File: src/rtl/muon_pkg.sv
// Shared types and constants for the muon counter sequencing blocks.
package muon_pkg;

  typedef enum logic [2:0] {
    IDLE    = 3'd0,
    CLEAR   = 3'd1,
    ACQUIRE = 3'd2,
    SETTLE  = 3'd3,
    LATCH   = 3'd4
  } run_state_t;

  localparam int DEFAULT_TICKS_PER_UNIT = 100_000_000;
  localparam int COUNT_W                = 16;

endpackage

File: src/rtl/gate_timer.sv
// Gate window timer: a tick prescaler feeding a unit down-counter.
// expire flags the final tick of the window so the owner can leave on that edge.
module gate_timer
  import muon_pkg::*;
#(
  parameter int TICKS_PER_UNIT = DEFAULT_TICKS_PER_UNIT,
  parameter int GATE_W         = 16
) (
  input  logic              clk,
  input  logic              reset,
  input  logic              load,
  input  logic              run,
  input  logic [GATE_W-1:0] len,
  output logic              expire,
  output logic [GATE_W-1:0] units_left
);

  localparam int PW = (TICKS_PER_UNIT > 1) ? $clog2(TICKS_PER_UNIT) : 1;
  localparam logic [PW-1:0] LAST_TICK = PW'(TICKS_PER_UNIT - 1);

  logic [PW-1:0] presc;
  logic          wrap;

  assign wrap   = (presc == LAST_TICK);
  assign expire = run && wrap && (units_left == GATE_W'(1));

  // Anything other than load or run parks the timer at zero.
  always_ff @(posedge clk) begin
    if (reset) begin
      presc      <= '0;
      units_left <= '0;
    end else if (load) begin
      presc      <= '0;
      units_left <= len;
    end else if (run) begin
      if (wrap) begin
        presc      <= '0;
        units_left <= units_left - GATE_W'(1);
      end else begin
        presc <= presc + PW'(1);
      end
    end else begin
      presc      <= '0;
      units_left <= '0;
    end
  end

endmodule

File: src/rtl/acq_run_controller.sv
// Timed acquisition run sequencer: clear, gate, settle, snapshot the counter bank.
//   state   | meaning
//   IDLE    | waiting for start
//   CLEAR   | one-cycle counter clear
//   ACQUIRE | gate open, timer counting
//   SETTLE  | gate closed, debounced pulses landing
//   LATCH   | snapshot counters, decide repeat or idle
module acq_run_controller
  import muon_pkg::*;
#(
  parameter int TICKS_PER_UNIT = DEFAULT_TICKS_PER_UNIT,
  parameter int SETTLE_CYCLES  = 16,
  parameter int GATE_W         = 16
) (
  input  logic               clk,
  input  logic               reset,
  input  logic               start,
  input  logic               stop,
  input  logic               continuous,
  input  logic [GATE_W-1:0]  gate_len,
  input  logic [COUNT_W-1:0] digits_A,
  input  logic [COUNT_W-1:0] digits_B,
  input  logic [COUNT_W-1:0] digits_C,
  output logic               cnt_enable,
  output logic               cnt_clear,
  output logic [COUNT_W-1:0] snap_A,
  output logic [COUNT_W-1:0] snap_B,
  output logic [COUNT_W-1:0] snap_C,
  output logic               snap_valid,
  output logic               snap_aborted,
  output logic               busy,
  output logic               cfg_err,
  output logic [COUNT_W-1:0] run_count,
  output logic [GATE_W-1:0]  units_left
);

  localparam int SW = $clog2(SETTLE_CYCLES + 1);

  run_state_t        state;
  logic [GATE_W-1:0] len_q;
  logic              cont_q;
  logic              stop_pending;
  logic              aborted;
  logic [SW-1:0]     settle_cnt;
  logic              timer_load;
  logic              timer_run;
  logic              timer_expire;

  assign timer_load = (state == CLEAR) && !stop;
  assign timer_run  = (state == ACQUIRE) && !stop;

  gate_timer #(
    .TICKS_PER_UNIT(TICKS_PER_UNIT),
    .GATE_W        (GATE_W)
  ) u_gate_timer (
    .clk       (clk),
    .reset     (reset),
    .load      (timer_load),
    .run       (timer_run),
    .len       (len_q),
    .expire    (timer_expire),
    .units_left(units_left)
  );

  always_ff @(posedge clk) begin
    if (reset) begin
      state        <= IDLE;
      len_q        <= '0;
      cont_q       <= 1'b0;
      stop_pending <= 1'b0;
      aborted      <= 1'b0;
      settle_cnt   <= '0;
      cnt_enable   <= 1'b0;
      cnt_clear    <= 1'b0;
      snap_A       <= '0;
      snap_B       <= '0;
      snap_C       <= '0;
      snap_valid   <= 1'b0;
      snap_aborted <= 1'b0;
      busy         <= 1'b0;
      cfg_err      <= 1'b0;
      run_count    <= '0;
    end else begin
      cnt_clear  <= 1'b0;
      snap_valid <= 1'b0;
      cfg_err    <= 1'b0;
      case (state)
        // busy drops one cycle late so it still covers the snap_valid cycle.
        IDLE: begin
          busy <= 1'b0;
          if (start && !stop) begin
            if (gate_len == '0) begin
              cfg_err <= 1'b1;
            end else begin
              state     <= CLEAR;
              cnt_clear <= 1'b1;
              busy      <= 1'b1;
              len_q     <= gate_len;
              cont_q    <= continuous;
              aborted   <= 1'b0;
            end
          end
        end
        CLEAR: begin
          if (stop) begin
            state      <= SETTLE;
            aborted    <= 1'b1;
            settle_cnt <= SW'(SETTLE_CYCLES - 1);
          end else begin
            state      <= ACQUIRE;
            cnt_enable <= 1'b1;
          end
        end
        ACQUIRE: begin
          if (stop || timer_expire) begin
            state      <= SETTLE;
            cnt_enable <= 1'b0;
            settle_cnt <= SW'(SETTLE_CYCLES - 1);
            if (stop) aborted <= 1'b1;
          end
        end
        SETTLE: begin
          if (stop) stop_pending <= 1'b1;
          if (settle_cnt == '0) state <= LATCH;
          else settle_cnt <= settle_cnt - SW'(1);
        end
        LATCH: begin
          snap_A       <= digits_A;
          snap_B       <= digits_B;
          snap_C       <= digits_C;
          snap_aborted <= aborted;
          snap_valid   <= 1'b1;
          run_count    <= run_count + COUNT_W'(1);
          if (cont_q && !stop_pending && !stop && !aborted) begin
            state     <= CLEAR;
            cnt_clear <= 1'b1;
          end else begin
            state        <= IDLE;
            stop_pending <= 1'b0;
            cont_q       <= 1'b0;
          end
        end
        default: state <= IDLE;
      endcase
    end
  end

endmodule

File: config.mk
export PLATFORM = sky130hd
export DESIGN_NAME = acq_run_controller
export DESIGN_NICKNAME = d
export VERILOG_FILES = /design/src/rtl/muon_pkg.sv /design/src/rtl/gate_timer.sv /design/src/rtl/acq_run_controller.sv
export SDC_FILE = /design/constraint.sdc
export NUM_CORES = 1
export LEC_CHECK = 0
export BUFFER_PORTS_ARGS = -buffer_cell sky130_fd_sc_hd__buf_2
export CORE_UTILIZATION = 40
export CTS_BUF_LIST = sky130_fd_sc_hd__clkbuf_2 sky130_fd_sc_hd__clkbuf_4 sky130_fd_sc_hd__clkbuf_8
export DETAILED_ROUTE_END_ITERATION = 10
export GPL_ROUTABILITY_DRIVEN = 0
export GPL_TIMING_DRIVEN = 0
export MAX_ROUTING_LAYER = met4
export PLACE_DENSITY_LB_ADDON = 0.1
export SYNTH_ARGS = -nofsm -noshare
export SYNTH_HDL_FRONTEND = slang
export SYNTH_HIERARCHICAL = 1
export SYNTH_SLANG_ARGS = --single-unit
File: constraint.sdc
create_clock -name clk -period 2.55 [get_ports clk]
set_input_delay 0.3825 -clock clk [delete_from_list [all_inputs] [get_ports clk]]
set_output_delay 0.3825 -clock clk [all_outputs]
set_load 0.01 [all_outputs]
[Word level (Yosys, flattened, before mapping)]
Index checks and enable logic that the tools add are counted.
Widths: inputs -> output; s select.
Word-level totals
  flip-flop bits (word level): 140
  bits in latches: 0
  memory bits (writable): 0
  memory bits (read-only): 0
  bits of input ports: 69
  output and inout port bits: 86
  memories: 0
Cells by class
  add/subtract/negate cells: 4
  multiply operators: 0
  divide/modulo/power cells: 0
  magnitude comparators: 0
  equal/unequal tests: 16
  shift-type cells: 0
  mux-type cells: 34
  bitwise logic cells: 4
  reduce and logical (&&, ||, !) cells: 29
Operator list (count)
  $mux 16: 3
  $add 27x1->27 const B: 1
  $eq 27x27->1 const B: 1
  $mux 1: 17
  $add 16x1->16 const B: 1
  $eq 16x1->1 const B: 1
  $logic_not 16->1: 1
  $ne 2x2->1 const B: 8
  $reduce_and 4->1: 4
  $sub 16x1->16 const B: 1
  $mux 5: 3
  $pmux 3 s5: 1
  $pmux 5 s3: 1
  $mux 3: 4
  $reduce_and 3->1: 3
  $logic_and 1x1->1: 8
  $pmux 1 s2: 4
  $eq 3x2->1 const B: 2
  $reduce_bool 2->1: 3
  $reduce_bool 3->1: 2
  $logic_not 5->1: 1
  $sub 5x1->5 const B: 1
  $not 1->1: 4
  $reduce_or 4->1: 1
  9 further kinds: 11

[Logic depth before layout (Yosys ltp)]
  depth in word-level cells: 7
  mapped depth: 10
  depth with buffers taken out: 9

[By module]
Netlist, hierarchy kept.
By module, submodules not included
  acq_run_controller: times used 1, cells each 444, area an instance 3742.3 µm², seq. area each 1941.9 µm²
  gate_timer: times used 1, cells each 281, area an instance 2443.6 µm², seq. area each 860.8 µm²

[Worst setup path after synthesis]
No wires, ideal clock.
  kind: flip-flop to flip-flop
  from: register u_gate_timer.presc[0]
  to: register settle_cnt[2]
  arrival: 2.710 ns
  setup slack: -0.250 ns
  stages on the path, launching flop included: 11
  path buffers: 1
  cells stage by stage: dfxtp_1 > ha_1 > and3_1 > and4_1 > nand2_1 > buf_4 > nor4_1 > o21ai_0 > a2111oi_2 > a21oi_1 > a311oi_1
On the way
  longest elaborated chain between the ends: 6
Ends and longest elaborated chain
  from (decl): line gate_timer.sv:21  | logic [PW-1:0] presc;
  from (signal assigned): line gate_timer.sv:40  | presc <= presc + PW'(1);
  $eq 27x27->1: line gate_timer.sv:24  | assign wrap = (presc == LAST_TICK);
  $logic_and 1x1->1 (2 in series): line gate_timer.sv:25  | assign expire = run && wrap && (units_left == GATE_W'(1));
  net timer_expire: line acq_run_controller.sv:47  | logic timer_expire;
  $logic_or 1x1->1: line acq_run_controller.sv:115  | if (stop || timer_expire) begin
  $ne 2x1->1 (no source line)
  $reduce_and 4->1 (no source line)
  to (signal assigned): line acq_run_controller.sv:108  | settle_cnt <= SW'(SETTLE_CYCLES - 1);
  to (signal assigned): line acq_run_controller.sv:118  | settle_cnt <= SW'(SETTLE_CYCLES - 1);
  to (signal assigned): line acq_run_controller.sv:125  | else settle_cnt <= settle_cnt - SW'(1);
  to (decl): line acq_run_controller.sv:44  | logic [SW-1:0] settle_cnt;
The timed path passes the listed nets, and every way through them passes these cells.
A chain may end at the register's enable or synchronous reset.

[Worst setup path in the final report]
  from: register u_gate_timer.presc[5]
  to: register settle_cnt[2]
Same word-level chain as after synthesis.

==> reports/qor.csv <==
metric,value,unit
outcome,"finished, final reports clean",
hold_slack,0.134,ns
nFillCells,1466,
clk_pin_slew,0.08,ns
tns,0,ns
yosys.area_share.simple,27.3,%
layout.nets,985,
r2r_slack,0.11,ns
grt-busiest-layer,met2,
dp_hpwl,12.2,mm
cts_max_level,4,
cpMaxStageDelayCell,dfxtp_1,
post-route-period-util,95.6,%
vias,5747,
ys_types,72,
slew_headroom,51.4,%
synth-edff-count,0,
finish.utilization,52.0,%
irDropWorstVdd,0.000390,V
critPathKind,reg -> reg,
drc_errors,0,
power_frac_clock,34.7,%
cts_sinks,140,
synth_compound_area_share,14.1,%
cts_buffer_depth,2,
r2r-start,u_gate_timer/presc[5],
critPathArrivalTime,2.80,ns
synth-seq-cells,140,
p_sw,1.77,mW
synth-xor-area-share,5.66,%
finalInstanceArea,7870,um2
rows,45,
min_from,reset,
pwr-share-comb,23.2,%
syn_to_final_growth,27.3,%
setup_viol,0,
drv_slew,0,
drive_above_1_share,29.1,%
slowest_delay,0.39,ns
synthMuxAreaShare,2.43,%
synth_area_per_cell,8.53,um2
synth_top_family_by_area,simple AND/OR/NAND/NOR gates,
io_pins,155,
antenna_cells,0,
initial_core_util,40.8,%
power.share.switching,30.4,%
end_kind,flop,
wire_per_inst,14.8,um
maxClockFrequency,410,MHz
grt_pass1_wl,27.1,mm
dpl.cell_count,1066,
synth_cells,725,
antenna_found_initial,0,
critical_path.max_fanout,5,
grt.total_usage,22.0,%
cts_inserted_buffers,17,
leakage,3.28,nW
cts_tree,yes,
finalHoldViolCount,0,
drtIter0Drc,285,
r2r-end,settle_cnt[2],
die_y,126,um
drv_cap,0,
grt_pass1_vias,5573,
min_to,u_gate_timer/units_left[15],
powerDensity,739,nW/um2
hold_path_class,in -> reg,
ys.flop_type,dfxtp_1,
grt_max_degree,17,
synth_async_sr_flop_share,0,%
port_buffers,153,
syn-num-nets,799,
ff2ff_path_depth,10,
synthTopCellsByArea,"dfxtp_1 45%, nand2_1 8.9%, a21oi_1 6.2%",
stdcell_count,1112,
seqPwrFrac,42.1,%
dpl_cell_area,7200,um2
grtUsageMet3,6.75,%
die_area,16000,um2
path_cells,"and4_2, and4_4, nand2_4, buf_8, nor4_4, o21ai_2, a2111oi_4, buf_4, a21oi_1, a311oi_1",
intPower,4.05,mW
yosys.area.top_type,dfxtp_1,
worst_slew_pin_slew,0.719,ns
hold_depth,2,
overflow,0,
clkLatencyLatePin,0.46,ns
crit_path_start_kind,flop,
synth_top_cell_area_share,45.3,%
use_met2,35.9,%
antenna_left,0,
ctsRootBufferMaster,clkbuf_8,
wirelength,16.5,mm
core,15100,um2
period_minus_slack,2.44,ns
first_pass_iters,5,
yosysWarnings,6,
yosysSeqAreaShare,45.3,%
synth_area,6190,um2
cp_data_required_time,2.92,ns
die_width,126,um
met1_usage,25.5,%
viasPerCell,5.17,
synthAdderAreaFrac,1.01,%
fin_skew,0.0102,ns
==> cell type report <==
type                    instances  area [um2]  area share (%)
plain buffers                  40         223            2.83
clock buffers                  19         262            3.32
clock inverters                13         190            2.42
inverters                      11        41.3           0.524
multi-input cells             533        3220            40.9
flip-flops and latches        140        2820            35.8
well taps                     188         235            2.99
repair buffers                168         878            11.2
==> metrics by stage <==
stage / power, mW / setup WS (ns)
after floorplan: 3.41 / 0.0265
after global placement: 3.71 / -0.553
after detailed placement: 3.75 / -0.674
after CTS: 5.82 / 0.00645
after global routing: 6.12 / -0.0214
final: 5.82 / 0.111
==> per-layer routing <==
| metal | routed length (um) | vias to the layer above |
|---|---|---|
| met5 | 0 | - |
| met4 | 333 | 0 |
| met3 | 1130 | 23 |
| met2 | 7870 | 168 |
| met1 | 7130 | 2669 |
| li1 | - | 2887 |
==> sequential cells by signal (all words and copies together) (netlist names), 3 cells and up <==
name	count
run_count	16
settle_cnt	5
snap_C	16
state	3
snap_B	16
snap_A	16
u_gate_timer/presc	27
u_gate_timer/units_left	16
len_q	16
==> synth_stat cells (all sizes together) (15+ instances only) <==
library cell / instances
o21ai: 17
nand3: 19
dfxtp: 140
nand2: 146
buf: 18
clkbuf: 22
nand4: 17
xnor2: 15
a21oi: 78
mux2i: 15
xor2: 25
nor2: 77
==> worst max-delay path by stage <==
stage,start,end,slack [ns],cells after the start
after floorplan,u_gate_timer/presc[0],settle_cnt[2],0.03,10
after global placement,state[1],settle_cnt[2],-0.55,8
after detailed placement,state[1],settle_cnt[2],-0.67,8
after CTS,u_gate_timer/presc[0],settle_cnt[2],0.006,10
after global routing,u_gate_timer/presc[11],settle_cnt[2],-0.02,10
final,u_gate_timer/presc[5],settle_cnt[2],0.11,10
==> worst max-delay path: cells and delay by family (launching register included) <==
family / cells / cell delay [ns]
flip-flops: 1 / 0.39
AO/OA/AOI/OAI: 4 / 0.67
AND/OR/NAND/NOR: 4 / 0.98
buffers and inverters: 2 / 0.32
==> cells by family after synthesis <==
| logic type | Yosys count |
|---|---|
| AO/OA/AOI/OAI | 139 |
| XOR/XNOR | 40 |
| adder cells (fa/ha/maj) | 5 |
| buffers and inverters | 52 |
| flip-flops | 140 |
| multiplexers | 15 |
| AND/OR/NAND/NOR | 334 |
==> power groups by stage <==
stage	Clock [mW]	Sequential (mW)	Combinational (mW)
5_1_grt	2.17	2.47	1.48
2_1_floorplan	0	2.49	0.921
4_1_cts	2.06	2.45	1.32
3_5_place_dp	0	2.50	1.26
6_report	2.02	2.45	1.35
3_3_place_gp	0	2.49	1.22
==> what timing repair did <==
item | in CTS | in global routing
hold buffers | 0 | 0
resized for setup | 20 | 17
pin swaps | 6 | 11
setup endpoints to repair | 38 | 26
buffers inserted | 5 | 10
==> layout by cell type (no fill, tap or decap), types with 12 or more instances in the layout <==
cell      instances
buf_4            15
dfxtp_2          12
clkbuf_8         20
o21ai_0          14
nand2_1         145
buf_2           160
nor2_1           77
xnor2_1          15
clkbuf_1         19
nand3_1          18
xor2_1           25
dfxtp_1         127
nand4_1          15
a21oi_1          77
mux2i_1          15
No activity file was read; power rests on OpenSTA's default activity.
